File: config.mk
export PLATFORM = sky130hd
export DESIGN_NAME = uart_tx_shift_flat
export DESIGN_NICKNAME = d
export VERILOG_FILES = /design/src/rtl/uart_tx_if.sv /design/src/rtl/uart_tx_shift.sv /design/src/flat_wrapper.sv
export SDC_FILE = /design/constraint.sdc
export NUM_CORES = 1
export LEC_CHECK = 0
export BUFFER_PORTS_ARGS = -buffer_cell sky130_fd_sc_hd__buf_2
export CORE_UTILIZATION = 60
export DETAILED_ROUTE_END_ITERATION = 7
export PLACE_DENSITY = 0.86
export SYNTH_ARGS = -nofsm -noshare
export SYNTH_HDL_FRONTEND = slang
export SYNTH_SLANG_ARGS = --single-unit
File: constraint.sdc
create_clock -name clk -period 2.7 [get_ports clk]
set_input_delay 0 -clock clk [delete_from_list [all_inputs] [get_ports clk]]
set_output_delay 0 -clock clk [all_outputs]
set_load 0.05 [all_outputs]
File: src/rtl/uart_tx_if.sv
// uart_tx_if: byte handshake and serial-line bundle between a producer and uart_tx_shift
//   tx_data  [7:0] producer -> tx  byte to send, sampled on the accept cycle
//   tx_valid       producer -> tx  tx_data is valid
//   tx_ready       tx -> producer  transmitter can accept a byte this cycle
//   tx_line        tx -> line      registered serial output, idle/mark = 1
//   tx_busy        tx -> producer  frame in progress
//   tx_done        tx -> producer  one-cycle pulse when a frame has fully gone out
interface uart_tx_if;
    logic [7:0] tx_data;
    logic       tx_valid;
    logic       tx_ready;
    logic       tx_line;
    logic       tx_busy;
    logic       tx_done;
    modport master (output tx_data, tx_valid, input tx_ready, tx_line, tx_busy, tx_done);
    modport slave (input tx_data, tx_valid, output tx_ready, tx_line, tx_busy, tx_done);
endinterface

File: src/rtl/uart_tx_shift.sv
// uart_tx_shift: soft UART transmitter, 8N1 frame (start, d0..d7 LSB first, stop) from a PISO shift register
//   clk        system clock, rising edge
//   rst        synchronous active-high reset
//   io_tx      uart_tx_if.slave: tx_data/tx_valid in, tx_ready/tx_line/tx_busy/tx_done out
//   BAUD_TICK  clock cycles per bit period (>= 2)
//   PARITY_ODD parity sense when parity is enabled: 0 = even, 1 = odd
//   Define UART_TX_PARITY_EN to insert a parity bit between d7 and the stop bit.
module uart_tx_shift #(
    parameter int BAUD_TICK  = 5208,
    parameter bit PARITY_ODD = 1'b0
) (
    input logic      clk,
    input logic      rst,
    uart_tx_if.slave io_tx
);
    localparam int BW = $clog2(BAUD_TICK);
    localparam logic [BW-1:0] LAST = BW'(BAUD_TICK - 1);
    typedef enum logic [2:0] {IDLE, START, DATA, PARITY, STOP} state_t;
    state_t        r_state, w_state, w_after_data;
    logic [BW-1:0] r_baud, w_baud;
    logic [2:0]    r_bit, w_bit;
    logic [8:0]    r_shift, w_shift;
    logic          r_line, w_line, r_busy, w_busy, r_done, w_done;
    logic          w_tick;
`ifdef UART_TX_PARITY_EN
    assign w_after_data = PARITY;
`else
    assign w_after_data = STOP;
`endif
    assign w_tick = (r_baud == LAST);
    // The parity bit rides above the data byte, so after eight right shifts it sits at bit 0.
    always_comb begin
        w_state = r_state;
        w_baud  = (r_state == IDLE || w_tick) ? '0 : r_baud + 1'b1;
        w_bit   = r_bit;
        w_shift = r_shift;
        w_line  = r_line;
        w_busy  = r_busy;
        w_done  = 1'b0;
        case (r_state)
            IDLE: if (io_tx.tx_valid) begin
                w_state = START;
                w_shift = {^io_tx.tx_data ^ PARITY_ODD, io_tx.tx_data};
                w_line  = 1'b0;
                w_busy  = 1'b1;
                w_bit   = '0;
            end
            START: if (w_tick) begin
                w_state = DATA;
                w_line  = r_shift[0];
            end
            DATA: if (w_tick) begin
                w_shift = r_shift >> 1;
                w_bit   = r_bit + 1'b1;
                w_state = (r_bit == 3'd7) ? w_after_data : DATA;
                w_line  = (r_bit == 3'd7 && w_after_data == STOP) ? 1'b1 : r_shift[1];
            end
            PARITY: if (w_tick) begin
                w_state = STOP;
                w_line  = 1'b1;
            end
            STOP: if (w_tick) begin
                w_state = IDLE;
                w_busy  = 1'b0;
                w_done  = 1'b1;
            end
            default: w_state = IDLE;
        endcase
    end
    always_ff @(posedge clk) begin
        if (rst) begin
            r_state <= IDLE;
            r_baud  <= '0;
            r_bit   <= '0;
            r_shift <= '0;
            r_line  <= 1'b1;
            r_busy  <= 1'b0;
            r_done  <= 1'b0;
        end else begin
            r_state <= w_state;
            r_baud  <= w_baud;
            r_bit   <= w_bit;
            r_shift <= w_shift;
            r_line  <= w_line;
            r_busy  <= w_busy;
            r_done  <= w_done;
        end
    end
    assign io_tx.tx_ready = (r_state == IDLE);
    assign io_tx.tx_line  = r_line;
    assign io_tx.tx_busy  = r_busy;
    assign io_tx.tx_done  = r_done;
endmodule

File: src/flat_wrapper.sv
// flat-port wrapper written by rule: the top's interface ports become plain ports
module uart_tx_shift_flat 
#(
    parameter int BAUD_TICK  = 5208,
    parameter bit PARITY_ODD = 1'b0
)
  (clk, rst, io_tx_tx_data, io_tx_tx_valid, io_tx_tx_ready, io_tx_tx_line, io_tx_tx_busy, io_tx_tx_done);
  uart_tx_if io_tx_i ();
  input logic clk;
  input logic rst;
  input wire logic [$bits(io_tx_i.tx_data)-1:0] io_tx_tx_data;
  input wire logic [$bits(io_tx_i.tx_valid)-1:0] io_tx_tx_valid;
  output wire logic [$bits(io_tx_i.tx_ready)-1:0] io_tx_tx_ready;
  output wire logic [$bits(io_tx_i.tx_line)-1:0] io_tx_tx_line;
  output wire logic [$bits(io_tx_i.tx_busy)-1:0] io_tx_tx_busy;
  output wire logic [$bits(io_tx_i.tx_done)-1:0] io_tx_tx_done;
  assign io_tx_i.tx_data = io_tx_tx_data;
  assign io_tx_i.tx_valid = io_tx_tx_valid;
  assign io_tx_tx_ready = io_tx_i.tx_ready;
  assign io_tx_tx_line = io_tx_i.tx_line;
  assign io_tx_tx_busy = io_tx_i.tx_busy;
  assign io_tx_tx_done = io_tx_i.tx_done;
  uart_tx_shift #(.BAUD_TICK(BAUD_TICK), .PARITY_ODD(PARITY_ODD)) u_core (.clk(clk), .rst(rst), .io_tx(io_tx_i));
endmodule
Word-level counts from Yosys, hierarchy flattened
Cells that the tools add are included.
{"block": "classes", "n_addsub": 2, "multipliers": 0, "div_mod_pow": 0, "n_lt_le_gt_ge": 0, "eq_ne": 11, "shifts": 0, "mux": 23, "n_bitwise": 1, "reduce_logical": 12}
{"op": "two-way mux 3 bit", "n": 8}
{"op": "two-way mux 9 bit", "n": 2}
{"op": "case mux 9 bit (2 select lines)", "n": 1}
{"op": "case mux 3 bit (5 select lines)", "n": 1}
{"op": "adder 13 x 1 -> 13 bit (second input constant)", "n": 1}
{"op": "== test 13 bit (second input constant)", "n": 1}
{"op": "AND reduction 5 bit", "n": 2}
{"op": "two-way mux 1 bit", "n": 8}
{"op": "inequality test 2 x 1 -> 1 bit (second input constant)", "n": 4}
{"op": "parity 8 bit", "n": 1}
{"op": "== test 3 x 2 -> 1 bit (second input constant)", "n": 2}
{"op": "== test 3 bit (second input constant)", "n": 2}
{"op": "case mux 3 bit (2 select lines)", "n": 1}
{"op": "AND reduction 3 bit", "n": 2}
{"op": "case mux 1 bit (4 select lines)", "n": 1}
{"op": "nonzero test 2 bit", "n": 2}
{"op": "nonzero test 4 bit", "n": 1}
{"op": "OR reduction 2 bit", "n": 2}
{"op": "adder 3 x 1 -> 3 bit (second input constant)", "n": 1}
{"op": "== test 3 x 1 -> 1 bit (second input constant)", "n": 1}
{"op": "logical NOT 3 bit", "n": 1}
{"op": "inequality test 2 bit (second input constant)", "n": 1}
{"op": "case mux 1 bit (2 select lines)", "n": 1}
{"op": "logical OR 1 bit", "n": 1}
{"op": "NOT 1 bit", "n": 1}
{"block": "totals", "reg_bits": 31, "latchBits": 0, "ramBits": 0, "mem_bits_ro": 0, "inputBits": 11, "word_cells": 56, "n_memories": 0}

Depth between registers and ports, before layout
{"block": "logic_depth", "ltp_word": 4, "mapped_depth": 7}

Worst setup path after synthesis
OpenSTA, ideal clock, no wires.
{"block": "synth_path", "path_kind": "register to register", "startpoint": "register u_core.r_state[0]", "endpoint": "register u_core.r_baud[10]", "arrival_time_ns": 2.145, "t_required_ns": 2.572, "slack_ns": 0.427, "path_stages_with_launch": 7, "period_less_slack_ns": 2.273, "path_cell_list": "dfxtp_1 clkbuf_1 nor3_1 nor2_1 nand2_1 clkbuf_1 nor2_1"}
{"block": "synth_between", "elab_chain_cells": 3}
{"element": "start, declared", "line": "uart_tx_shift.sv:19", "text": "state_t r_state, w_state, w_after_data;"}
{"element": "start signal, assigned", "line": "uart_tx_shift.sv:80", "text": "r_state <= w_state;"}
{"element": "logical NOT 3 bit"}
{"element": "via io_tx_tx_ready", "line": "flat_wrapper.sv:13", "text": "output wire logic [$bits(io_tx_i.tx_ready)-1:0] io_tx_tx_ready;"}
{"element": "logical OR 1 bit", "line": "uart_tx_shift.sv:34", "text": "w_baud = (r_state == IDLE || w_tick) ? '0 : r_baud + 1'b1;"}
{"element": "OR reduction 2 bit (no line)"}
{"element": "end signal, assigned", "line": "uart_tx_shift.sv:81", "text": "r_baud <= w_baud;"}
{"element": "end, declared", "line": "uart_tx_shift.sv:20", "text": "logic [BW-1:0] r_baud, w_baud;"}
The timed path passes the listed nets, and every way through them passes these cells.
A chain may end at the register's enable or synchronous reset.

Worst setup path after layout
{"block": "layout_path", "startpoint": "register u_core.r_baud[0]", "endpoint": "register u_core.r_state[2]"}
{"block": "layout_between", "elab_chain_cells": 3}
{"element": "== test 13 bit (*)", "line": "uart_tx_shift.sv:30", "text": "assign w_tick = (r_baud == LAST);"}
{"element": "inequality test 2 x 1 -> 1 bit (no line)"}
{"element": "AND reduction 5 bit (no line) (*)"}
Mark *: on every way between the ends. The rest lies on a longest branch, timed or not.

==> impl_results.md <==
* Clk network pwr share at about a third
* Starting utilization of the core area at between 60% and 70%
* Total Die Area at approximately 2700 sq um
* Sum of net half-perimeters after detailed placement at around 2.0 mm
* Critical Path Start Type: register
* Relative contribution of combinational cells to total power at 11.7%
* Fin crit period at ~1900 ps
* Remaining max-slew budget at the tightest pin at 72.2%
* Sort of element at the end of the critical path: register
* GR Overflow Total at 0
* Final number of max-transition violations at 0
* Switching power summed over all nets at ~230 uW
* Post-Syn Area per Cell at approximately 9.3 sq um
* Clock input transition at the sequential cells of the worst setup and hold paths at around 90 ps
* Quantity of I/O buffers inserted on ports at 14
* Number of buffers created by CTS at 5
* DRT iter0 DRCs at 17
* Req. time, crit path at between 2000 and 3000 ps
* Classification of the worst-slack hold path: in2reg
* Die X at about 52 um
* Sequential share of power at 54.2%
* Aggregate routed wire length at between 3 and 4 mm
* Area share of the leading cell type in the synthesized netlist at 41.1%
* Via count of the first global-routing pass at roughly 1,100
* Standby leakage power at 0.000587 uW
* Warning count from the yosys run at 0
* Layout Area Growth over Synthesis at 9.54%
* Vias per cell at approximately 6.1
* Number of post-CTS setup repair buffers at 0
* Main synth FF type: dfxtp_1
* Util after Layout at a little under three quarters
* Worst R2R Start: u_core.r_baud[0]
* Cell taking the most area after synthesis: dfxtp_1
* Critical Path Fanout Max at 10
* Share of synthesized registers carrying an async set or reset at 0%
* Area of the core region at 2300 sq um
* Part of the Yosys area used for sequential elements at 41.1%
* Fraction of the cycle the final worst path needs at 69.7%
* Max Clock Freq at 532 MHz
* Net count after synthesis at ~180
* Arrival time worst endpoint at ~2200 ps
* Overall power after layout at between 900 and 1000 uW
* Level count of the clock H-tree at 2
* Launch point of the worst hold path: io_tx_tx_data[0]
* Number of enable flip-flop cells after synthesis at 0
* Post-Syn Area at ~1500 sq um
* Run status: finished clean
* Number of gates resized after cts at 0
* Post-DRT Antenna Nets at 0
* Clock tree skew after final layout at approximately 7.6 ps
* Post-cts hold buffer count at 0
* Row cnt at 17
* All-Layer GR Usage at roughly 26%
* Cells taking the most area after synthesis: dfxtp_1 (41%), mux2i_1 (5.3%), xor2_1 (5.2%)
* Power density over the cells at about 550 nW/um^2
* Wire length of the first global-routing pass at ~4.9 mm
* Total Negative Setup Slacks at 0 ps
* Number of placed I/O pins at 15
* Worst Max-Slew Pin Slew at 417 ps
* Setup repair after global routing missed its margin: no
* Number of setup violations in the final report at 0
* Clock latency on the worst-skew pair at 330 ps
* Placer's final routability congestion estimate at 0.805
* Count of final hold-check violations at 0
* Cell at the root of the clock tree: clkbuf_4
* WL/cell at 14.9 um
* Post-synthesis instance total at about 160
* Launch point of the worst path: u_core.r_baud[0]
* Worst setup path class: reg2reg
* Count of clock tree sinks at 31
* Number of buffers on the longest clock path at 2
* Sw frac at 25.7%
* Via Count at between 1,000 and 1,500
* Maximum number of pins on one net before global-route repair at 22
* Nets at roughly 190
* Worst vdd ir at 411 uV
* Total internal power at approximately 670 uW
* TritonCTS clock tree: done
* Max Cap Viol at 0
* Fraction of final layout cells with drive strength greater than 1 at between 15 and 20%
* Register bit total from synthesis at 31
* Antenna violations before repair at 0
* Count of inserted antenna diode cells at 0
* Iteration count of the initial detailed-routing pass at 5
* Hold WS at around 19 ps
* Height of the die at approximately 52 um
* Number of design rule violations left after detail routing at 0
* Unique cell type count in the Yosys netlist at 40
[cells in the mapped netlist, drive strengths merged (2+ instances only)]
library cell	count
dfxtp	31
nor2	15
nand3	10
nor3	10
a211oi	9
xor2	9
mux2i	8
xnor2	8
a21oi	7
clkbuf	7
nand2	6
nand4	6
and3	3
and4	3
buf	3
ha	3
and2	2
nand2b	2
nor4b	2
o211ai	2
o21ai	2
o31ai	2
[per-stage QoR]
stage	area (sq um)	std cells	worst slack [ps]
2_1_floorplan	1510	162	427
3_3_place_gp	1580	195	954
3_5_place_dp	1580	195	856
4_1_cts	1650	203	833
5_1_grt	1650	203	683
6_report	1650	203	819
[cells in the final DEF, fill, tap and decap left out, types with 3 or more instances in the layout]
cell / Yosys / routed
dfxtp_1: 31 / 31
a21oi_1: 7 / 7
nand3_1: 9 / 9
xor2_1: 9 / 9
nor3_1: 10 / 10
clkbuf_4: 0 / 5
ha_1: 3 / 3
nor2_1: 15 / 15
nand2_1: 6 / 6
a211oi_1: 9 / 9
buf_2: 3 / 14
xnor2_1: 8 / 8
mux2i_1: 8 / 8
nand4_1: 6 / 6
[kinds of logic (layout without fill, tap and decap cells)]
family          after synthesis  in the layout  share of synthesized area, %
compound gates               26             26                          11.7
xor+xnor                     17             17                          9.87
fa+ha+maj                     3              3                          2.49
buf+inv                      11             24                          3.07
flops                        31             31                          41.1
mux                           8              8                          5.31
simple gates                 66             66                          26.5
[worst paths after layout]
path                            slack (ps)  depth (start not counted)                end
worst max register to register         820                          5  u_core.r_state[2]
worst min-delay path                    20                          3  u_core.r_shift[0]
worst min register to register         460                          1   u_core.r_baud[0]
worst max-delay path                   820                          5  u_core.r_state[2]
[power groups by stage]
| stage | combinational, uW | clock, uW | sequential, uW |
|---|---|---|---|
| 3_3_place_gp | 101 | 0 | 498 |
| 5_1_grt | 116 | 332 | 492 |
| 3_5_place_dp | 105 | 0 | 499 |
| 4_1_cts | 106 | 312 | 489 |
| 2_1_floorplan | 71.5 | 0 | 505 |
| 6_report | 106 | 308 | 490 |
[worst max-delay path: stages, from the launching register on]
cell and delay [ps]:
dfxtp_1 360, ha_1 310, and4b_1 320, nand3_4 140, or4b_1 540, a21oi_1 150
[layout make-up]
type | count | area [sq um]
inverter | 1 | 3.75
clock buffer | 8 | 68.8
tap | 28 | 35.0
timing repair buffer | 15 | 77.6
fill | 179 | 644
sequential | 31 | 621
multi-input combinational | 120 | 847
[sequential cells by signal, summed over array words and instances, names as in the netlist]
name and cells:
u_core.io_tx.tx_busy 1, u_core.r_state 3, u_core.r_shift 9, u_core.io_tx.tx_done 1, u_core.r_bit 3, u_core.r_baud 13, u_core.io_tx.tx_line 1
[routing by layer]
metal | track usage, % | wire length, um | vias to the layer above
li1 | - | - | 615
met1 | 30.1 | 1410 | 588
met2 | 42.3 | 1430 | 27
met3 | 6.14 | 95 | 10
met4 | 15.8 | 78 | 0
met5 | 0 | 0 | -
Power figures use the tool's default switching activity.
